==> src/rtl/riscv_pkg.sv <==
// Shared RV32I encoding constants and the encoder's FIFO entry type.
// Used by both the decode stage and this encoder.
package riscv_pkg;

  localparam logic [2:0] FMT_R = 3'd0;
  localparam logic [2:0] FMT_I = 3'd1;
  localparam logic [2:0] FMT_S = 3'd2;
  localparam logic [2:0] FMT_B = 3'd3;
  localparam logic [2:0] FMT_U = 3'd4;
  localparam logic [2:0] FMT_J = 3'd5;

  localparam logic [6:0] OPCODE_R_TYPE = 7'h33;
  localparam logic [6:0] OPCODE_I_TYPE = 7'h13;
  localparam logic [6:0] OPCODE_LOAD   = 7'h03;
  localparam logic [6:0] OPCODE_STORE  = 7'h23;
  localparam logic [6:0] OPCODE_BRANCH = 7'h63;
  localparam logic [6:0] OPCODE_LUI    = 7'h37;
  localparam logic [6:0] OPCODE_AUIPC  = 7'h17;
  localparam logic [6:0] OPCODE_JAL    = 7'h6F;
  localparam logic [6:0] OPCODE_JALR   = 7'h67;

  localparam logic [2:0] F3_ADD_SUB = 3'b000;
  localparam logic [2:0] F3_SLL     = 3'b001;
  localparam logic [2:0] F3_SLT     = 3'b010;
  localparam logic [2:0] F3_SLTU    = 3'b011;
  localparam logic [2:0] F3_XOR     = 3'b100;
  localparam logic [2:0] F3_SRL_SRA = 3'b101;
  localparam logic [2:0] F3_OR      = 3'b110;
  localparam logic [2:0] F3_AND     = 3'b111;
  localparam logic [6:0] F7_BASE    = 7'b0000000;
  localparam logic [6:0] F7_ALT     = 7'b0100000;

  localparam logic [31:0] NOP_INST = 32'h0000_0013;

  typedef struct packed {
    logic [31:0] inst;
    logic [31:0] addr;
    logic        err;
  } inst_entry_t;

  // True when v is representable as a signed value of the given bit width.
  function automatic logic sext_fits(input logic [31:0] v, input int unsigned bits);
    logic [31:0] mask;
    mask = 32'hFFFF_FFFF << (bits - 1);
    return ((v & mask) == mask) || ((v & mask) == 32'h0);
  endfunction

endpackage

==> src/rtl/inst_encoder_if.sv <==
// Field/handshake bundle between the instruction producer (master) and the
// encoder plus its memory-loader side (slave).
interface inst_encoder_if;

  logic        in_valid;
  logic        in_ready;
  logic [2:0]  in_fmt;
  logic [6:0]  in_opcode;
  logic [2:0]  in_funct3;
  logic [6:0]  in_funct7;
  logic [4:0]  in_rd;
  logic [4:0]  in_rs1;
  logic [4:0]  in_rs2;
  logic [31:0] in_imm;
  logic        pc_load;
  logic [31:0] pc_load_val;
  logic        out_valid;
  logic        out_ready;
  logic [31:0] out_inst;
  logic [31:0] out_addr;
  logic        out_err;
  logic [7:0]  err_count;

  modport master (
    output in_valid, in_fmt, in_opcode, in_funct3, in_funct7, in_rd, in_rs1, in_rs2, in_imm,
    output pc_load, pc_load_val, out_ready,
    input  in_ready, out_valid, out_inst, out_addr, out_err, err_count
  );

  modport slave (
    input  in_valid, in_fmt, in_opcode, in_funct3, in_funct7, in_rd, in_rs1, in_rs2, in_imm,
    input  pc_load, pc_load_val, out_ready,
    output in_ready, out_valid, out_inst, out_addr, out_err, err_count
  );

endinterface

==> src/rtl/inst_fifo.sv <==
// Synchronous FIFO for encoded entries; head is read combinationally and
// reads as zero while empty.
module inst_fifo #(
  parameter int unsigned FIFO_DEPTH = 2,
  parameter int unsigned WIDTH      = 65
) (
  input  logic             clk,
  input  logic             rst_n,
  input  logic             push,
  input  logic [WIDTH-1:0] wdata,
  input  logic             pop,
  output logic [WIDTH-1:0] rdata,
  output logic             full,
  output logic             empty
);

  localparam int unsigned PtrW = (FIFO_DEPTH > 1) ? $clog2(FIFO_DEPTH) : 1;
  localparam int unsigned CntW = PtrW + 1;

  logic [WIDTH-1:0] mem_q [FIFO_DEPTH];
  logic [PtrW-1:0]  wr_ptr_q, rd_ptr_q;
  logic [CntW-1:0]  count_q, count_d;
  logic             push_en, pop_en;

  assign full    = (count_q == CntW'(FIFO_DEPTH));
  assign empty   = (count_q == '0);
  assign push_en = push && !full;
  assign pop_en  = pop && !empty;
  assign rdata   = empty ? '0 : mem_q[rd_ptr_q];

  always_comb begin
    count_d = count_q;
    if (push_en && !pop_en) begin
      count_d = count_q + CntW'(1);
    end else if (pop_en && !push_en) begin
      count_d = count_q - CntW'(1);
    end
  end

  always_ff @(posedge clk or negedge rst_n) begin
    if (!rst_n) begin
      wr_ptr_q <= '0;
      rd_ptr_q <= '0;
      count_q  <= '0;
    end else begin
      if (push_en) wr_ptr_q <= wr_ptr_q + PtrW'(1);
      if (pop_en)  rd_ptr_q <= rd_ptr_q + PtrW'(1);
      count_q <= count_d;
    end
  end

  // Storage needs no reset: the head is masked while empty.
  always_ff @(posedge clk) begin
    if (push_en) mem_q[wr_ptr_q] <= wdata;
  end

endmodule

==> src/rtl/inst_encoder.sv <==
// Packs decoded RV32I fields into instruction words, range-checks immediates,
// tags each word with a sequential address and queues it for the loader.
module inst_encoder
  import riscv_pkg::*;
#(
  parameter logic [31:0] BASE_ADDR  = 32'h0000_0000,
  parameter int unsigned MEM_WORDS  = 256,
  parameter int unsigned FIFO_DEPTH = 2
) (
  input  logic          clk,
  input  logic          rst_n,
  inst_encoder_if.slave bus
);

  localparam logic [31:0] LAST_ADDR = BASE_ADDR + 32'(4 * (MEM_WORDS - 1));

  logic [31:0] pc_q, pc_d;
  logic [7:0]  err_count_q, err_count_d;
  logic [31:0] enc_inst, raw_inst, imm;
  logic        enc_ok;
  logic        accept, fifo_full, fifo_empty;
  inst_entry_t push_entry, head_entry;

  assign imm = bus.in_imm;

  always_comb begin
    raw_inst = NOP_INST;
    enc_ok   = 1'b0;
    case (bus.in_fmt)
      FMT_R: begin
        raw_inst = {bus.in_funct7, bus.in_rs2, bus.in_rs1, bus.in_funct3, bus.in_rd,
                    bus.in_opcode};
        enc_ok   = 1'b1;
      end
      FMT_I: begin
        raw_inst = {imm[11:0], bus.in_rs1, bus.in_funct3, bus.in_rd, bus.in_opcode};
        enc_ok   = sext_fits(imm, 12);
      end
      FMT_S: begin
        raw_inst = {imm[11:5], bus.in_rs2, bus.in_rs1, bus.in_funct3, imm[4:0], bus.in_opcode};
        enc_ok   = sext_fits(imm, 12);
      end
      FMT_B: begin
        raw_inst = {imm[12], imm[10:5], bus.in_rs2, bus.in_rs1, bus.in_funct3, imm[4:1],
                    imm[11], bus.in_opcode};
        enc_ok   = sext_fits(imm, 13) && !imm[0];
      end
      FMT_U: begin
        raw_inst = {imm[31:12], bus.in_rd, bus.in_opcode};
        enc_ok   = (imm[11:0] == 12'h000);
      end
      FMT_J: begin
        raw_inst = {imm[20], imm[10:1], imm[11], imm[19:12], bus.in_rd, bus.in_opcode};
        enc_ok   = sext_fits(imm, 21) && !imm[0];
      end
      default: begin
        raw_inst = NOP_INST;
        enc_ok   = 1'b0;
      end
    endcase
    enc_inst = enc_ok ? raw_inst : NOP_INST;
  end

  // A load owns the cycle so the pushed address is never ambiguous.
  assign bus.in_ready = !fifo_full && !bus.pc_load;
  assign accept       = bus.in_valid && bus.in_ready;

  assign push_entry = '{inst: enc_inst, addr: pc_q, err: !enc_ok};

  always_comb begin
    pc_d        = pc_q;
    err_count_d = err_count_q;
    if (bus.pc_load) begin
      pc_d = {bus.pc_load_val[31:2], 2'b00};
    end else if (accept) begin
      pc_d = (pc_q == LAST_ADDR) ? BASE_ADDR : pc_q + 32'd4;
      if (!enc_ok && err_count_q != 8'hFF) err_count_d = err_count_q + 8'd1;
    end
  end

  always_ff @(posedge clk or negedge rst_n) begin
    if (!rst_n) begin
      pc_q        <= BASE_ADDR;
      err_count_q <= 8'h00;
    end else begin
      pc_q        <= pc_d;
      err_count_q <= err_count_d;
    end
  end

  inst_fifo #(
    .FIFO_DEPTH (FIFO_DEPTH),
    .WIDTH      ($bits(inst_entry_t))
  ) u_fifo (
    .clk   (clk),
    .rst_n (rst_n),
    .push  (accept),
    .wdata (push_entry),
    .pop   (bus.out_ready),
    .rdata (head_entry),
    .full  (fifo_full),
    .empty (fifo_empty)
  );

  assign bus.out_valid = !fifo_empty;
  assign bus.out_inst  = head_entry.inst;
  assign bus.out_addr  = head_entry.addr;
  assign bus.out_err   = head_entry.err;
  assign bus.err_count = err_count_q;

endmodule
==> src/flat_wrapper.sv <==
// flat-port wrapper written by rule: the top's interface ports become plain ports
module inst_encoder_flat import riscv_pkg::*;
#(
  parameter logic [31:0] BASE_ADDR  = 32'h0000_0000,
  parameter int unsigned MEM_WORDS  = 256,
  parameter int unsigned FIFO_DEPTH = 2
)
  (clk, rst_n, bus_in_valid, bus_in_fmt, bus_in_opcode, bus_in_funct3, bus_in_funct7, bus_in_rd, bus_in_rs1, bus_in_rs2, bus_in_imm, bus_pc_load, bus_pc_load_val, bus_out_ready, bus_in_ready, bus_out_valid, bus_out_inst, bus_out_addr, bus_out_err, bus_err_count);
  inst_encoder_if bus_i ();
  input  logic clk;
  input  logic rst_n;
  input wire logic [$bits(bus_i.in_valid)-1:0] bus_in_valid;
  input wire logic [$bits(bus_i.in_fmt)-1:0] bus_in_fmt;
  input wire logic [$bits(bus_i.in_opcode)-1:0] bus_in_opcode;
  input wire logic [$bits(bus_i.in_funct3)-1:0] bus_in_funct3;
  input wire logic [$bits(bus_i.in_funct7)-1:0] bus_in_funct7;
  input wire logic [$bits(bus_i.in_rd)-1:0] bus_in_rd;
  input wire logic [$bits(bus_i.in_rs1)-1:0] bus_in_rs1;
  input wire logic [$bits(bus_i.in_rs2)-1:0] bus_in_rs2;
  input wire logic [$bits(bus_i.in_imm)-1:0] bus_in_imm;
  input wire logic [$bits(bus_i.pc_load)-1:0] bus_pc_load;
  input wire logic [$bits(bus_i.pc_load_val)-1:0] bus_pc_load_val;
  input wire logic [$bits(bus_i.out_ready)-1:0] bus_out_ready;
  output wire logic [$bits(bus_i.in_ready)-1:0] bus_in_ready;
  output wire logic [$bits(bus_i.out_valid)-1:0] bus_out_valid;
  output wire logic [$bits(bus_i.out_inst)-1:0] bus_out_inst;
  output wire logic [$bits(bus_i.out_addr)-1:0] bus_out_addr;
  output wire logic [$bits(bus_i.out_err)-1:0] bus_out_err;
  output wire logic [$bits(bus_i.err_count)-1:0] bus_err_count;
  assign bus_i.in_valid = bus_in_valid;
  assign bus_i.in_fmt = bus_in_fmt;
  assign bus_i.in_opcode = bus_in_opcode;
  assign bus_i.in_funct3 = bus_in_funct3;
  assign bus_i.in_funct7 = bus_in_funct7;
  assign bus_i.in_rd = bus_in_rd;
  assign bus_i.in_rs1 = bus_in_rs1;
  assign bus_i.in_rs2 = bus_in_rs2;
  assign bus_i.in_imm = bus_in_imm;
  assign bus_i.pc_load = bus_pc_load;
  assign bus_i.pc_load_val = bus_pc_load_val;
  assign bus_i.out_ready = bus_out_ready;
  assign bus_in_ready = bus_i.in_ready;
  assign bus_out_valid = bus_i.out_valid;
  assign bus_out_inst = bus_i.out_inst;
  assign bus_out_addr = bus_i.out_addr;
  assign bus_out_err = bus_i.out_err;
  assign bus_err_count = bus_i.err_count;
  inst_encoder #(.BASE_ADDR(BASE_ADDR), .MEM_WORDS(MEM_WORDS), .FIFO_DEPTH(FIFO_DEPTH)) u_core (.clk(clk), .rst_n(rst_n), .bus(bus_i));
endmodule
==> config.mk <==
export PLATFORM = sky130hd
export DESIGN_NAME = inst_encoder_flat
export DESIGN_NICKNAME = d
export VERILOG_FILES = /design/src/rtl/riscv_pkg.sv /design/src/rtl/inst_encoder_if.sv /design/src/rtl/inst_fifo.sv /design/src/rtl/inst_encoder.sv /design/src/flat_wrapper.sv
export SDC_FILE = /design/constraint.sdc
export NUM_CORES = 1
export LEC_CHECK = 0
export CAP_MARGIN = 20
export CELL_PAD_IN_SITES_DETAIL_PLACEMENT = 0
export CELL_PAD_IN_SITES_GLOBAL_PLACEMENT = 1
export CORE_ASPECT_RATIO = 0.5
export CORE_MARGIN = 2
export CORE_UTILIZATION = 33
export CTS_CLUSTER_SIZE = 40
export DETAILED_ROUTE_END_ITERATION = 10
export MAX_ROUTING_LAYER = met4
export PLACE_DENSITY_LB_ADDON = 0.1
export SETUP_SLACK_MARGIN = 0.3
export SKIP_CTS_REPAIR_TIMING = 1
export SLEW_MARGIN = 20
export SYNTH_ARGS = -nofsm -noshare
export SYNTH_HDL_FRONTEND = slang
export SYNTH_HIERARCHICAL = 1
export SYNTH_SLANG_ARGS = --single-unit
==> constraint.sdc <==
create_clock -name clk -period 5.25 [get_ports clk]
set_clock_uncertainty 0.15 [all_clocks]
set_input_delay 0.525 -clock clk [delete_from_list [all_inputs] [get_ports clk]]
set_output_delay 0.525 -clock clk [all_outputs]
set_load 0.05 [all_outputs]
=== Word level (Yosys, flattened, before mapping) ===
Memory sizes are Yosys's and may differ from the RTL's.
Cells that the tools add are included.

* $add $sub $neg: 6
* Equal/unequal tests: 11
* Mux-type cells: 11
* Bitwise gates (word level): 1
* Reduce and logical (&&, ||, !) cells: 29

{| class="wikitable"
|+ Operators with widths
! operator !! count
|-
| 32-bit one-hot mux with 6 select lines || 1
|-
| 32-bit two-way mux || 4
|-
| 32-bit zero test || 3
|-
| 65-bit two-way mux || 1
|-
| 32-bit by 3-bit adder with 32-bit output, second input constant || 1
|-
| 32-bit by 10-bit == test with 1-bit output, second input constant || 1
|-
| 21-bit == test, second input constant || 1
|-
| 20-bit == test, second input constant || 1
|-
| 12-bit == test, second input constant || 1
|-
| 12-bit zero test || 1
|-
| 1-bit logical AND || 9
|-
| 8-bit by 1-bit adder with 8-bit output, second input constant || 1
|-
| 8-bit != test, second input constant || 1
|-
| 1-bit zero test || 7
|-
| 3-bit by 2-bit == test with 1-bit output, second input constant || 2
|-
| 3-bit == test, second input constant || 2
|-
| 1-bit one-hot mux with 5 select lines || 1
|-
| 2-bit two-way mux || 2
|-
| 2-bit nonzero test || 2
|-
| 3-bit by 1-bit == test with 1-bit output, second input constant || 1
|-
| 3-bit zero test || 1
|-
| 1-bit logical OR || 3
|-
| 3-bit AND reduction || 1
|-
| 1-bit adder, second input constant || 2
|-
| other kinds (7) || 8
|}

* Flip-flop bits (word level): 44
* RAM bits: 130
* Input bits: 104
* Output and inout bits: 75
* Memories kept: 1

{| class="wikitable"
|+ Memory list
! name !! depth !! bits a word !! read ports !! clocked after memory_dff !! wr ports !! line !! RTL
|-
| u_core.u_fifo.mem_q || 2 || 65 || 1 || 0 || 1 || inst_fifo.sv:20 || <nowiki>logic [WIDTH-1:0] mem_q [FIFO_DEPTH];</nowiki>
|}

=== Longest topological paths before layout ===
* Depth after elaboration: 9
* Depth in mapped cells: 11

=== By module ===
Netlist, hierarchy kept.

{| class="wikitable"
|+ By module, submodules not included
! module !! instances !! cells an instance !! area each (um^2) !! seq. area each (um^2)
|-
| inst_fifo || 1 || 294 || 5187.5 || 4003.8
|-
| inst_encoder || 1 || 384 || 3035.4 || 950.9
|}

=== Worst setup path after synthesis ===
OpenSTA, ideal clock, no wires.

* Path kind: register to register
* Start point: register u_core.u_fifo.count_q[0]
* End point: memory u_core.u_fifo.mem_q[0][0] (enable)
* Data arrival time: 4.546 ns
* Data required time: 4.612 ns
* Slack: 0.066 ns
* Cell stages (with the launch flop): 8
* Buffers on the path: 0
* Path through: dfrtp_1 -> nand2b_1 -> inv_1 -> nor2_1 -> nand2_1 -> inv_1 -> nand2_1 -> nor2_1

* Cells in the longest elaborated chain, start to end: 7

{| class="wikitable"
|+ RTL lines
! item !! line !! RTL
|-
| start, declared || inst_fifo.sv:22 || <nowiki>logic [CntW-1:0] count_q, count_d;</nowiki>
|-
| start signal, assigned || inst_fifo.sv:48 || <nowiki>count_q <= count_d;</nowiki>
|-
| 2-bit == test || inst_fifo.sv:25 || <nowiki>assign full = (count_q == CntW'(FIFO_DEPTH));</nowiki>
|-
| named net u_core.fifo_full || inst_encoder.sv:21 || <nowiki>logic accept, fifo_full, fifo_empty;</nowiki>
|-
| 1-bit zero test || inst_encoder.sv:65 || <nowiki>assign bus.in_ready = !fifo_full && !bus.pc_load;</nowiki>
|-
| 1-bit logical AND || inst_encoder.sv:65 ||
|-
| named net bus_in_ready || flat_wrapper.sv:24 || <nowiki>output wire logic [$bits(bus_i.in_ready)-1:0] bus_in_ready;</nowiki>
|-
| 1-bit logical AND || inst_encoder.sv:66 || <nowiki>assign accept = bus.in_valid && bus.in_ready;</nowiki>
|-
| named net u_core.accept || inst_encoder.sv:21 ||
|-
| 1-bit logical AND || inst_fifo.sv:27 || <nowiki>assign push_en = push && !full;</nowiki>
|-
| 1-bit two-way mux || inst_fifo.sv:54 || <nowiki>if (push_en) mem_q[wr_ptr_q] <= wdata;</nowiki>
|-
| 1-bit two-way mux (not written as such) || inst_fifo.sv:54 ||
|-
| end, declared || inst_fifo.sv:20 ||
|}

The timed path passes the listed nets, and every way through them passes these cells.

=== Worst setup path after layout ===
* Start point: register u_core.u_fifo.rd_ptr_q
* End point: output bus_out_inst[30]

* Cells in the longest elaborated chain, start to end: 2

{| class="wikitable"
|+ RTL lines
! item !! line !! RTL
|-
| start, declared || inst_fifo.sv:21 || <nowiki>logic [PtrW-1:0] wr_ptr_q, rd_ptr_q;</nowiki>
|-
| start signal, assigned || inst_fifo.sv:47 || <nowiki>if (pop_en) rd_ptr_q <= rd_ptr_q + PtrW'(1);</nowiki>
|-
| memory 2 x 65 bit || -- ||
|-
| 65-bit two-way mux || inst_fifo.sv:29 || <nowiki>assign rdata = empty ? '0 : mem_q[rd_ptr_q];</nowiki>
|-
| end, declared || flat_wrapper.sv:26 || <nowiki>output wire logic [$bits(bus_i.out_inst)-1:0] bus_out_inst;</nowiki>
|}

Every way passes these cells.

==> results.json <==
{
  "p_leak_nw": 3.980,
  "worstPathRequired_ns": 4.58,
  "arrival_ns": 2.85,
  "grt_pass1_vias": 6022,
  "vias_per_cell": 4.940,
  "pre_cts_ws_ns": 1.399,
  "dieArea_um2": 26270,
  "nFillCells": 2309,
  "dieWidth_um": 227.2,
  "coreArea_um2": 24220,
  "syn_to_final_growth_pct": 31.91,
  "drt-initial-drc-count": 355,
  "ys_seq_area_share_pct": 60.26,
  "multi_input_area_um2": 2982,
  "finish.net_count": 960,
  "htree_levels": 4,
  "start_util_pct": 33.95,
  "worstSkewPairLatency_ns": 0.43,
  "syn_area_um2": 8223,
  "io_buffer_count": 176,
  "overflow": 0,
  "die_h_um": 115.6,
  "avgSynthCellArea_um2": 12.13,
  "peakVddDrop_mv": 0.2489,
  "postPlaceCellArea_um2": 10240,
  "rsz0062_at_grt": "false",
  "startpoint_type": "flop",
  "max_freq_ghz": 0.2836,
  "cts_buffer_depth": 2,
  "run_status": "complete, no violations",
  "cp-end-kind": "output port",
  "synthCells": 678,
  "ys_types": 60,
  "grt_pass1_wl_um": 34220,
  "slew_violations": 0,
  "crit_fanout": 27,
  "clk_pin_slew_ns": 0.07,
  "place_congestion": 0.8506,
  "diodes": 0,
  "hold_viol_final": 0,
  "stdcell_area_um2": 10850,
  "synthArstFlopShare_pct": 24.42,
  "routed_wl_um": 21900,
  "max_slew_margin_pct": 29.60,
  "fin_tns_setup_ns": 0,
  "synth_top_flop_cell": "edfxtp_1",
  "drc": 0,
  "period_minus_slack_ns": 3.526,
  "rows": 40,
  "track_usage_pct": 17.93,
  "antenna_found_initial": 0,
  "vias": 5933,
  "wl_per_cell_um": 18.24,
  "firstDrtPassIters": 4,
  "clock-sinks": 172,
  "hpwlAfterDp_um": 14910,
  "maxCapViolCount": 0,
  "yosys_warnings": 6,
  "finalCritPeriodShare_pct": 67.16,
  "critPathKind": "reg -> out",
  "grt_max_degree": 66,
  "worstMarginPinSlew_ns": 1.056,
  "cts_tree": "done",
  "ios": 179,
  "worst_hold_slack_ns": 0.3693,
  "cts-root-buf": "clkbuf_16",
  "cts_inserted_buffers": 17,
  "ys_top_cells_by_area": "edfxtp_1 47%, dfrtp_1 13%, mux2i_1 9.3%, nor2_1 5.4%, xor2_1 2.2%",
  "hold_path.class": "reg -> reg",
  "ant_nets": 0,
  "setup_slack_ns": 1.724,
  "finalSetupViolations": 0,
  "ys_ff_latch": 172,
  "drive_gt1_share_pct": 7.168,
  "synth_edf_count": 130,
  "synth.top_cell.area_share_pct": 47.47,
  "yosys.area.top_type": "edfxtp_1",
  "ff_latch_area_um2": 4959,
  "p_per_area_nw_per_um2": 534.6
}
-- registers in the layout (all words and copies together), names as in the netlist --
| register | flops |
|---|---|
| u_core/u_fifo/wr_ptr_q | 1 |
| u_core/u_fifo/rd_ptr_q | 1 |
| u_core/pc_q | 30 |
| u_core/u_fifo/count_q | 2 |
| u_core/u_fifo/mem_q | 130 |
| u_core/bus.err_count | 8 |
-- path summary, 6_finish.rpt --
path,from,endpoint,slack [ns],cells after the start
setup reg to reg,u_core/u_fifo/count_q[0],u_core/pc_q[22],2.41,9
setup / recovery,u_core/u_fifo/rd_ptr_q,bus_out_inst[30],1.72,4
min in group asynchronous,rst_n,u_core/pc_q[11],0.50,2
hold / removal,u_core/pc_q[8],u_core/u_fifo/mem_q[1][9],0.37,0
max in group asynchronous,rst_n,u_core/u_fifo/rd_ptr_q,3.99,2
hold reg to reg,u_core/pc_q[8],u_core/u_fifo/mem_q[1][9],0.37,0
-- cells in the mapped netlist, types with 2 or more instances --
master / number
edfxtp_1: 130
buf_4: 2
mux2_2: 2
a21oi_1: 9
o311ai_0: 6
buf_2: 6
o22a_1: 6
buf_6: 6
buf_12: 5
nor3_2: 2
or4_1: 2
nor2_1: 118
o21ai_1: 3
nand3b_1: 2
a221o_1: 3
nor3b_1: 4
a31oi_1: 5
o221ai_1: 4
clkbuf_1: 16
a22o_1: 3
ha_1: 4
nor2b_1: 6
xor2_1: 21
or2_2: 3
nor3_1: 5
nand3_1: 14
o21ai_0: 25
inv_1: 9
and2_1: 3
a22oi_1: 22
dfrtp_1: 42
mux2i_1: 76
or3_4: 2
nand4_1: 16
nand2_1: 45
and3_1: 8
nor4_1: 12
xnor2_1: 9
-- cell type report --
type	instances	area share, %
sequential	172	45.71
clock buffer	19	4.176
inverter	11	0.3807
multi-input combinational	462	27.49
clock inverter	13	1.292
tap	336	3.876
timing repair buffer	188	17.07
-- worst max-delay path, cell delays in order, from the launching register on --
cell             delay (ns)
dfrtp_4                0.78
buf_4                  0.48
mux2i_1                0.14
nor2_1                 0.17
clkdlybuf4s50_1        0.84
-- cells in the final DEF, fill, tap and decap left out, types with 3 or more instances in the layout --
cell and n:
and2_1 3, o22a_1 6, a22o_1 3, nor4_1 12, nor2_1 116, nor2b_1 6
o221ai_1 4, clkbuf_16 17, edfxtp_1 130, o311ai_0 6, inv_1 9, a221o_1 3
xor2_1 21, a21oi_1 9, ha_1 4, clkinv_4 3, clkinvlp_4 3, a22oi_1 22
nand3_1 14, buf_4 12, nor3_1 5, a31oi_1 5, clkdlybuf4s50_1 175, nor3b_1 4
xnor2_1 9, dfrtp_1 41, o21ai_0 24, conb_1 4, o21ai_1 4, mux2i_1 76
nand4_1 16, or2_2 3, and3_1 7, nand2_1 45
-- metal layers --
| metal | track usage, % | vias to the layer above | wire (µm) | share of wire (%) |
|---|---|---|---|---|
| met5 | - | - | 0 | 0 |
| met1 | 24.14 | 2958 | 10690 | 49 |
| met4 | 4.793 | 0 | 235 | 1.1 |
| met3 | 3.879 | 16 | 970 | 4.4 |
| li1 | - | 2847 | - | - |
| met2 | 27.54 | 112 | 10010 | 46 |
-- logic make-up (layout without fill, tap and decap cells) --
kind of cell             Yosys count  after routing  share of synthesized area (%)
AO/OA/AOI/OAI                     96             96                          8.232
XOR/XNOR                          30             30                          3.195
adder cells (fa/ha/maj)            4              4                         0.6087
buffers and inverters             47            231                          3.865
flip-flops                       172            172                          60.26
multiplexers                      79             79                          9.662
other                              1              4                        0.04560
AND/OR/NAND/NOR                  249            249                          14.14
-- metrics by stage --
| stage | util (%) | instances | total power, W |
|---|---|---|---|
| final | 44.78 | 1201 | 0.005799 |
| after global routing | 44.78 | 1201 | 0.006082 |
| after CTS | 44.73 | 1200 | 0.005885 |
| after detailed placement | 42.28 | 1168 | 0.004605 |
| after global placement | 42.28 | 1168 | 0.004597 |
| after floorplan | - | 681 | 0.003769 |
-- where the power goes --
part,switching [W],leakage (nW),internal [W]
registers,0.000205,1.69,0.00171
logic,0.00173,2.01,0.000890
clock network,0.000536,0.283,0.000728
total,0.00247,3.98,0.00333
Note: power is estimated with default switching activity, not from simulation.
